--- src/rtl/nn_pkg.sv ---
// Shared constants, FSM state type and saturation helper for the digit
// recognition pipeline (dense, pooling and convolution stages).
package nn_pkg;

  localparam int N_IN  = 250;
  localparam int N_OUT = 10;
  localparam int FRAC  = 16;

  typedef enum logic [2:0] {
    IDLE,
    CHECK_OUT,
    LOAD_BIAS,
    MAC,
    DRAIN,
    SAVE,
    DONE
  } state_e;

  // Clamp a wide signed value into the 32-bit Q16.16 range.
  function automatic logic signed [31:0] sat32(input logic signed [63:0] x);
    if (x > 64'sh0000_0000_7FFF_FFFF) begin
      return 32'sh7FFF_FFFF;
    end else if (x < -64'sh0000_0000_8000_0000) begin
      return 32'sh8000_0000;
    end else begin
      return x[31:0];
    end
  endfunction

endpackage

--- src/rtl/dense_out_if.sv ---
// Memory-side and control bundle of the dense output layer: activation,
// weight and bias reads, score writes, start/ready and the argmax digit.
interface dense_out_if;

  logic               start;
  logic [13:0]        temp_rdaddr;
  logic signed [31:0] temp_q;
  logic [11:0]        weight_addr;
  logic signed [31:0] weight_q;
  logic [3:0]         bias_addr;
  logic signed [31:0] bias_q;
  logic [3:0]         out_addr;
  logic signed [31:0] out_data;
  logic               out_wren;
  logic [3:0]         digit;
  logic               ready;

  modport master (
    input  start, temp_q, weight_q, bias_q,
    output temp_rdaddr, weight_addr, bias_addr,
    output out_addr, out_data, out_wren, digit, ready
  );

  modport slave (
    output start, temp_q, weight_q, bias_q,
    input  temp_rdaddr, weight_addr, bias_addr,
    input  out_addr, out_data, out_wren, digit, ready
  );

endinterface

--- src/rtl/mac_unit.sv ---
// Signed multiply-accumulate: 32x32 product added into a 64-bit register
// that can instead be loaded with a bias scaled to the product's format.
module mac_unit #(
  parameter int DATA_W = 32,
  parameter int FRAC   = 16
) (
  input  logic                       Clk,
  input  logic                       load,
  input  logic                       en,
  input  logic signed [DATA_W-1:0]   bias,
  input  logic signed [DATA_W-1:0]   a,
  input  logic signed [DATA_W-1:0]   b,
  output logic signed [2*DATA_W-1:0] acc
);

  localparam int AW = 2 * DATA_W;

  logic signed [AW-1:0] prod;

  assign prod = AW'(a) * AW'(b);

  // Accumulator register; wraps modulo 2^AW like the reference arithmetic.
  always_ff @(posedge Clk) begin
    if (load) begin
      acc <= AW'(bias) <<< FRAC;
    end else if (en) begin
      acc <= acc + prod;
    end
  end

endmodule

--- src/rtl/dense_out.sv ---
// Final fully connected layer: 10 class scores from 250 pooled activations,
// written to the score RAM, plus the argmax digit and a done pulse.
module dense_out #(
  parameter int N_IN  = nn_pkg::N_IN,
  parameter int N_OUT = nn_pkg::N_OUT,
  parameter int FRAC  = nn_pkg::FRAC
) (
  input  logic        Clk,
  input  logic        Reset,
  dense_out_if.master bus
);

  import nn_pkg::*;

  localparam int IW = $clog2(N_IN);
  localparam int OW = $clog2(N_OUT + 1);

  state_e             state, state_nx;
  logic [IW-1:0]      i;
  logic [OW-1:0]      o;
  logic               vld_p1;
  logic signed [63:0] acc;
  logic signed [31:0] score;
  logic signed [31:0] best_val;
  logic [3:0]         best_idx;
  logic [3:0]         digit_r;
  logic               ready_r;
  logic               last_i;
  logic               last_o;

  assign last_i = (i == IW'(N_IN - 1));
  assign last_o = (o == OW'(N_OUT));
  assign score  = sat32(acc >>> FRAC);

  mac_unit #(.DATA_W(32), .FRAC(FRAC)) u_mac (
    .Clk  (Clk),
    .load (state == LOAD_BIAS),
    .en   (vld_p1),
    .bias (bus.bias_q),
    .a    (bus.temp_q),
    .b    (bus.weight_q),
    .acc  (acc)
  );

  always_comb begin
    state_nx = state;
    case (state)
      IDLE:      if (bus.start) state_nx = CHECK_OUT;
      CHECK_OUT: state_nx = last_o ? DONE : LOAD_BIAS;
      LOAD_BIAS: state_nx = MAC;
      MAC:       if (last_i) state_nx = DRAIN;
      DRAIN:     state_nx = SAVE;
      SAVE:      state_nx = CHECK_OUT;
      DONE:      state_nx = IDLE;
      default:   state_nx = IDLE;
    endcase
  end

  // Stage p1: read data for the address issued last cycle is on temp_q/weight_q.
  always_ff @(posedge Clk) begin
    if (Reset) begin
      state   <= IDLE;
      i       <= '0;
      o       <= '0;
      vld_p1  <= 1'b0;
      ready_r <= 1'b0;
      digit_r <= '0;
    end else begin
      state   <= state_nx;
      vld_p1  <= (state == MAC);
      ready_r <= (state == DONE);
      if (state == MAC) i <= last_i ? '0 : i + IW'(1);
      if (state == SAVE) o <= o + OW'(1);
      if (state == DONE) begin
        o       <= '0;
        digit_r <= best_idx;
      end
    end
  end

  // Strict greater-than keeps the lower index on ties; class 0 seeds the search.
  always_ff @(posedge Clk) begin
    if (state == SAVE && (o == '0 || score > best_val)) begin
      best_val <= score;
      best_idx <= 4'(o);
    end
  end

  assign bus.temp_rdaddr = 14'(i);
  assign bus.weight_addr = 12'(o) * 12'(N_IN) + 12'(i);
  assign bus.bias_addr   = 4'(o);
  assign bus.out_addr    = 4'(o);
  assign bus.out_wren    = (state == SAVE);
  assign bus.out_data    = (state == SAVE) ? score : '0;
  assign bus.digit       = digit_r;
  assign bus.ready       = ready_r;

endmodule
--- src/flat_wrapper.sv ---
// flat-port wrapper written by rule: the top's interface ports become plain ports
module dense_out_flat import nn_pkg::*;
#(
  parameter int N_IN  = nn_pkg::N_IN,
  parameter int N_OUT = nn_pkg::N_OUT,
  parameter int FRAC  = nn_pkg::FRAC
)
  (Clk, Reset, bus_start, bus_temp_q, bus_weight_q, bus_bias_q, bus_temp_rdaddr, bus_weight_addr, bus_bias_addr, bus_out_addr, bus_out_data, bus_out_wren, bus_digit, bus_ready);
  dense_out_if bus_i ();
  input  logic Clk;
  input  logic Reset;
  input wire logic [$bits(bus_i.start)-1:0] bus_start;
  input wire logic [$bits(bus_i.temp_q)-1:0] bus_temp_q;
  input wire logic [$bits(bus_i.weight_q)-1:0] bus_weight_q;
  input wire logic [$bits(bus_i.bias_q)-1:0] bus_bias_q;
  output wire logic [$bits(bus_i.temp_rdaddr)-1:0] bus_temp_rdaddr;
  output wire logic [$bits(bus_i.weight_addr)-1:0] bus_weight_addr;
  output wire logic [$bits(bus_i.bias_addr)-1:0] bus_bias_addr;
  output wire logic [$bits(bus_i.out_addr)-1:0] bus_out_addr;
  output wire logic [$bits(bus_i.out_data)-1:0] bus_out_data;
  output wire logic [$bits(bus_i.out_wren)-1:0] bus_out_wren;
  output wire logic [$bits(bus_i.digit)-1:0] bus_digit;
  output wire logic [$bits(bus_i.ready)-1:0] bus_ready;
  assign bus_i.start = bus_start;
  assign bus_i.temp_q = bus_temp_q;
  assign bus_i.weight_q = bus_weight_q;
  assign bus_i.bias_q = bus_bias_q;
  assign bus_temp_rdaddr = bus_i.temp_rdaddr;
  assign bus_weight_addr = bus_i.weight_addr;
  assign bus_bias_addr = bus_i.bias_addr;
  assign bus_out_addr = bus_i.out_addr;
  assign bus_out_data = bus_i.out_data;
  assign bus_out_wren = bus_i.out_wren;
  assign bus_digit = bus_i.digit;
  assign bus_ready = bus_i.ready;
  dense_out #(.N_IN(N_IN), .N_OUT(N_OUT), .FRAC(FRAC)) u_core (.Clk(Clk), .Reset(Reset), .bus(bus_i));
endmodule
--- config.mk ---
export PLATFORM = sky130hd
export DESIGN_NAME = dense_out_flat
export DESIGN_NICKNAME = d
export VERILOG_FILES = /design/src/rtl/nn_pkg.sv /design/src/rtl/dense_out_if.sv /design/src/rtl/mac_unit.sv /design/src/rtl/dense_out.sv /design/src/flat_wrapper.sv
export SDC_FILE = /design/constraint.sdc
export NUM_CORES = 2
export LEC_CHECK = 0
export ABC_AREA = 1
export CORE_MARGIN = 4
export CORE_UTILIZATION = 40
export CTS_CLUSTER_SIZE = 16
export DETAILED_ROUTE_END_ITERATION = 6
export PLACE_DENSITY = 0.56
export SLEW_MARGIN = 20
export SYNTH_ARGS = -nofsm -noshare
export SYNTH_HDL_FRONTEND = slang
export SYNTH_SLANG_ARGS = --single-unit
--- constraint.sdc ---
create_clock -name Clk -period 20 [get_ports Clk]
set_input_delay 6 -clock Clk [delete_from_list [all_inputs] [get_ports Clk]]
set_output_delay 6 -clock Clk [all_outputs]
set_load 0.05 [all_outputs]
# ---- Word level (Yosys, flattened, before mapping)
# Index checks and enable logic that the tools add are counted.
dict set report totals {
  output_inout_bits 72
  register_bits 121
}
dict set report op_classes {
  mux 10
  multipliers 2
  n_eq_ne 10
  add_sub_neg 4
  n_lt_le_gt_ge 3
  n_reduce_logical 7
}
# cell count
set op_table {}
lappend op_table {{64-bit two-way mux} 2}
lappend op_table {{32-bit two-way mux} 3}
lappend op_table {{64-bit adder} 1}
lappend op_table {{32-bit by 32-bit multiplier with 64-bit output} 1}
lappend op_table {{48-bit by 32-bit greater-than comparator with 1-bit output, second input constant} 1}
lappend op_table {{48-bit by 32-bit < comparator with 1-bit output, second input constant} 1}
lappend op_table {{32-bit greater-than comparator} 1}
lappend op_table {{3-bit case mux with 6 select lines} 1}
lappend op_table {{12-bit by 8-bit adder with 12-bit output} 1}
lappend op_table {{4-bit by 7-bit multiplier with 11-bit output, second input constant} 1}
lappend op_table {{3-bit == test, second input constant} 3}
lappend op_table {{3-bit two-way mux} 3}
lappend op_table {{8-bit by 1-bit adder with 8-bit output, second input constant} 1}
lappend op_table {{8-bit == test, second input constant} 1}
lappend op_table {{8-bit two-way mux} 1}
lappend op_table {{3-bit by 2-bit == test with 1-bit output, second input constant} 2}
lappend op_table {{4-bit by 1-bit adder with 4-bit output, second input constant} 1}
lappend op_table {{4-bit == test, second input constant} 1}
lappend op_table {{4-bit zero test} 1}
lappend op_table {{3-bit by 1-bit == test with 1-bit output, second input constant} 1}
lappend op_table {{3-bit zero test} 1}
lappend op_table {{2-bit by 1-bit inequality test with 1-bit output, second input constant} 1}
lappend op_table {{2-bit inequality test, second input constant} 1}
lappend op_table {{2-bit AND reduction} 1}
lappend op_table {{other kinds (4)} 4}

# ---- Logic depth before layout (Yosys ltp)
dict set report depth {
  word_depth 6
  ltp_mapped 33
}

# ---- Modules after synthesis
# Synthesis repeated with hierarchy kept, for this count alone.
dict set report hier_totals {
  cells_unflattened 6121
  area_unflattened_um2 49173.4
}
# mod n_inst area_each_um2 seq_area_each_um2 cells_per_inst
set modules_own_cells {}
lappend modules_own_cells {mac_unit 1 44744.2 1761.7 5554}
lappend modules_own_cells {dense_out 1 4429.2 1501.4 567}

# ---- Worst setup path after synthesis
# Ideal clock, no wire load.
dict set report synth_path {
  kind {in2reg}
  startpoint {input bus_temp_q[31]}
  endpoint {register u_core.u_mac.acc[50] (data pin)}
  arrival_time_ps 13094
  cell_stages 26
  n_path_buf 1
  setup_ps 264
  setup_slack_ps 6642
  path_cell_list {clkbuf_1 > nand2_1 > fa_1 > inv_1 > fa_1 > fa_1 > inv_1 > fa_1 > inv_1 > fa_1 > fa_1 > fa_1 > inv_1 > fa_1 > inv_1 > ha_1 > nand2_1 > nor2_1 > nand2_1 > nor2_1 > nor3b_2 > nand2_1 > nand3_1 > nand2_1 > nand2_1 > o21ai_1}
}
dict set report synth_between {
  elab_chain_len 4
}
# element line_no
set synth_lines {}
lappend synth_lines {{start, declared} flat_wrapper.sv:13} ;# input wire logic [$bits(bus_i.temp_q)-1:0] bus_temp_q;
lappend synth_lines {{32-bit by 32-bit multiplier with 64-bit output} mac_unit.sv:20} ;# assign prod = AW'(a) * AW'(b);
lappend synth_lines {{64-bit adder} mac_unit.sv:27} ;# acc <= acc + prod;
lappend synth_lines {{64-bit two-way mux} mac_unit.sv:26} ;# end else if (en) begin
lappend synth_lines {{64-bit two-way mux} mac_unit.sv:24} ;# if (load) begin
lappend synth_lines {{end signal, assigned} mac_unit.sv:25} ;# acc <= AW'(bias) <<< FRAC;
lappend synth_lines {{end signal, assigned} mac_unit.sv:27}
lappend synth_lines {{end, declared} mac_unit.sv:13} ;# output logic signed [2*DATA_W-1:0] acc
# No other way between the ends. The select of a mux whose other input is x is not followed.
# A chain may end at the register's enable or synchronous reset.

# ---- Worst setup path after layout
dict set report layout_path {
  startpoint {input bus_weight_q[5]}
  endpoint {register u_core.u_mac.acc[51] (data pin)}
}
dict set report layout_between {
  elab_chain_len 4
}
# element line_no
set layout_lines {}
lappend layout_lines {{start, declared} flat_wrapper.sv:14} ;# input wire logic [$bits(bus_i.weight_q)-1:0] bus_weight_q;
lappend layout_lines {{32-bit by 32-bit multiplier with 64-bit output} mac_unit.sv:20}
lappend layout_lines {{64-bit adder} mac_unit.sv:27}
lappend layout_lines {{64-bit two-way mux} mac_unit.sv:26}
lappend layout_lines {{64-bit two-way mux} mac_unit.sv:24}
# No other way between the ends. The select of a mux whose other input is x is not followed.

==> results.sh <==
export IMPL_clk_pin_slew_ns=0.07
export IMPL_grt_max_degree=62
export IMPL_row_count=128
export IMPL_cts_buffers=17
export IMPL_yosys_warnings=0
export IMPL_status="finished clean"
export IMPL_clock_sinks=121
export IMPL_critical_path_class="in -> reg"
export IMPL_grt_overflow=0
export IMPL_fin_crit_ns=14.12
export IMPL_nets=7805
export IMPL_cts_tree="yes"
export IMPL_skew_ns=0.0152
export IMPL_drv_slew=0
export IMPL_slowest_stage="fa_1"
export IMPL_tightest_slew_ns=1.00
export IMPL_max_freq_mhz=70.8
export IMPL_postCtsSetupBuffers=0
export IMPL_cts_htree_levels=4
export IMPL_die_height_um=360
export IMPL_synth_top_cell_area_share_pct=49.2
export IMPL_wl_per_cell_um=18.1
export IMPL_synth_edf_count=84
export IMPL_io_pins=171
export IMPL_arrival_ns=14.30
export IMPL_gr_usage_all_layers_pct=22.6
export IMPL_grt_pass1_wl_um=230000
export IMPL_start_kind="primary input"
export IMPL_slowest_delay_ns=0.84
export IMPL_fin_crit_sh_pct=70.6
export IMPL_dpl_hpwl_um=123000
export IMPL_synth_cell_types=49
export IMPL_synth_most_common_cell="inv_1"
export IMPL_initial_core_util_pct=40.5
export IMPL_netlist_area_sq_um=49500
export IMPL_drive_above_1_share_pct=3.12
export IMPL_seq_area_frac_synth_pct=6.59
export IMPL_max_slew_margin_pct=33.1
export IMPL_dpl_cell_area_sq_um=52800
export IMPL_synthCells=6177
export IMPL_ctsHoldBuffers=0
export IMPL_n_antenna_cell=0
export IMPL_first_pass_iters=5
export IMPL_synth_area_leader_cell="fa_1"
export IMPL_fin_hold_ws_ns=0.440
export IMPL_area_delta_synth_final_pct=7.90
export IMPL_grt_pass1_vias=40914
export IMPL_clock_path_buffers=2
export IMPL_worstSetupStartpoint="bus_weight_q[5]"
export IMPL_nFillCells=12533
export IMPL_instances_no_fill=7848
export IMPL_synth_commonest_cells="inv_1, nand2_1, fa_1, ha_1, clkbuf_1"
export IMPL_finalInstanceArea_sq_um=53400
export IMPL_place_gp_congestion=0.947
export IMPL_worstSetupEndpoint="u_core.u_mac.acc[51]"
export IMPL_hp_class="reg -> reg"
export IMPL_post_route_drc_count=0
export IMPL_dpl_cell_count=7817
export IMPL_rsz0062_at_grt="false"
export IMPL_cts_root_buf="clkbuf_16"
export IMPL_setup_viol=0
export IMPL_hold_viol=0
export IMPL_ys_flop_type="edfxtp_1"
export IMPL_r2r_cells=26
export IMPL_async_flop_share_pct=0
export IMPL_drt_iter0_drc=2435
export IMPL_fp_dieArea_sq_um=129000
export IMPL_vias=37822
export IMPL_routed_via_density=4.82
export IMPL_cts_resized=0
export IMPL_tns_ns=0
export IMPL_wl_um=142000
export IMPL_ys_seq_elements=121
export IMPL_crit_fanout=32
export IMPL_die_w_um=360
export IMPL_synthTopCellsByArea="fa_1, inv_1, nand2_1"
export IMPL_core_region_area_sq_um=122000
export IMPL_portBuffers=164
export IMPL_avgSynthCellArea_sq_um=8.02
export IMPL_drv_cap=0
export IMPL_cp_required_ns=20.18
export IMPL_reg2reg_from="u_core.u_mac.acc[28]"
export IMPL_critical_path_endpoint_type="register"
export IMPL_antenna_found_initial=5
export IMPL_clock_latency_ns=0.45
export IMPL_worst_path_most_repeated_cell="fa_1"
export IMPL_detail_route_antenna_nets=0
export IMPL_reg2reg_slack_ns=12.63
export IMPL_worstReg2RegEnd="u_core.u_mac.acc[39]"
[stage by stage]
stage / setup WS, ns / utilization (%)
after floorplan: 6.64 / -
after global placement: 5.56 / 43.2
after detailed placement: 5.54 / 43.2
after CTS: 5.97 / 43.7
after global routing: 5.16 / 43.7
final: 5.88 / 43.7
[sequential cells by signal, summed over array words and instances (netlist names)]
register	count
u_core.i	8
u_core.best_idx	4
u_core.bus.digit	4
u_core.u_mac.acc	64
u_core.vld_p1	1
u_core.state	3
u_core.bus.bias_addr	4
u_core.best_val	32
u_core.bus.ready	1
[worst min path at each step]
| stage | from | to | slack [ns] | depth (start not counted) |
|---|---|---|---|---|
| 2_1_floorplan | u_core.best_idx[0] | u_core.bus.digit[0] | 0.41 | 2 |
| 3_3_place_gp | u_core.best_idx[0] | u_core.bus.digit[0] | 0.41 | 2 |
| 3_5_place_dp | u_core.best_idx[3] | u_core.bus.digit[3] | 0.43 | 2 |
| 4_1_cts | u_core.best_idx[3] | u_core.bus.digit[3] | 0.45 | 2 |
| 5_1_grt | u_core.best_idx[1] | u_core.bus.digit[1] | 0.46 | 2 |
| 6_report | u_core.best_idx[3] | u_core.bus.digit[3] | 0.44 | 2 |
[critical path: cells and delay by family]
family,cells,cell delay [ns]
adder cells (fa/ha/maj),9,4.33
buffers and inverters,10,2.56
AND/OR/NAND/NOR,11,1.37
[cell usage in the layout (no fill, tap or decap), types with 18 or more instances in the layout]
master              n
o21ai_0            47
dfxtp_1            37
nor2_2             19
clkdlybuf4s50_1   164
o21ai_1            18
ha_1              277
nand4_1            24
nand2_1          1652
a21oi_1           140
nor2_1            165
o21bai_1           20
buf_4              74
edfxtp_1           84
nand3_1            90
fa_1             1218
inv_1            1991
[cell families after synthesis]
kind of cell	synth area share, %
AOI/OAI and AO/OA	3.14
buffers and inverters	17.1
and+or+nand+nor	16.4
adders and majority gates	56.2
xor gates and xnor gates	0.513
other	0.00757
DFF	6.59
[layout make-up]
cell class	count	area (sq um)	area share, %
Tap cell	1625	2030	3.81
Sequential cell	121	3260	6.11
Multi-Input combinational cell	3828	37800	70.8
Inverter	2005	7530	14.1
Clock inverter	13	154	0.288
Clock buffer	18	429	0.803
Timing Repair Buffer	238	2200	4.11
[metal layers]
| metal | wire (um) | global-route usage (%) | part of all wire (%) | up-vias |
|---|---|---|---|---|
| li1 | - | - | - | 17267 |
| met1 | 60500 | 30.4 | 43 | 19308 |
| met2 | 69700 | 39.1 | 49 | 1021 |
| met3 | 7210 | 2.38 | 5.1 | 220 |
| met4 | 4260 | 6.06 | 3.0 | 6 |
| met5 | 41 | 0 | 0.029 | - |
Power is left out: the tool's default activity adds up to more than one toggle a clock period on the data nets, which glitch-free logic cannot reach.
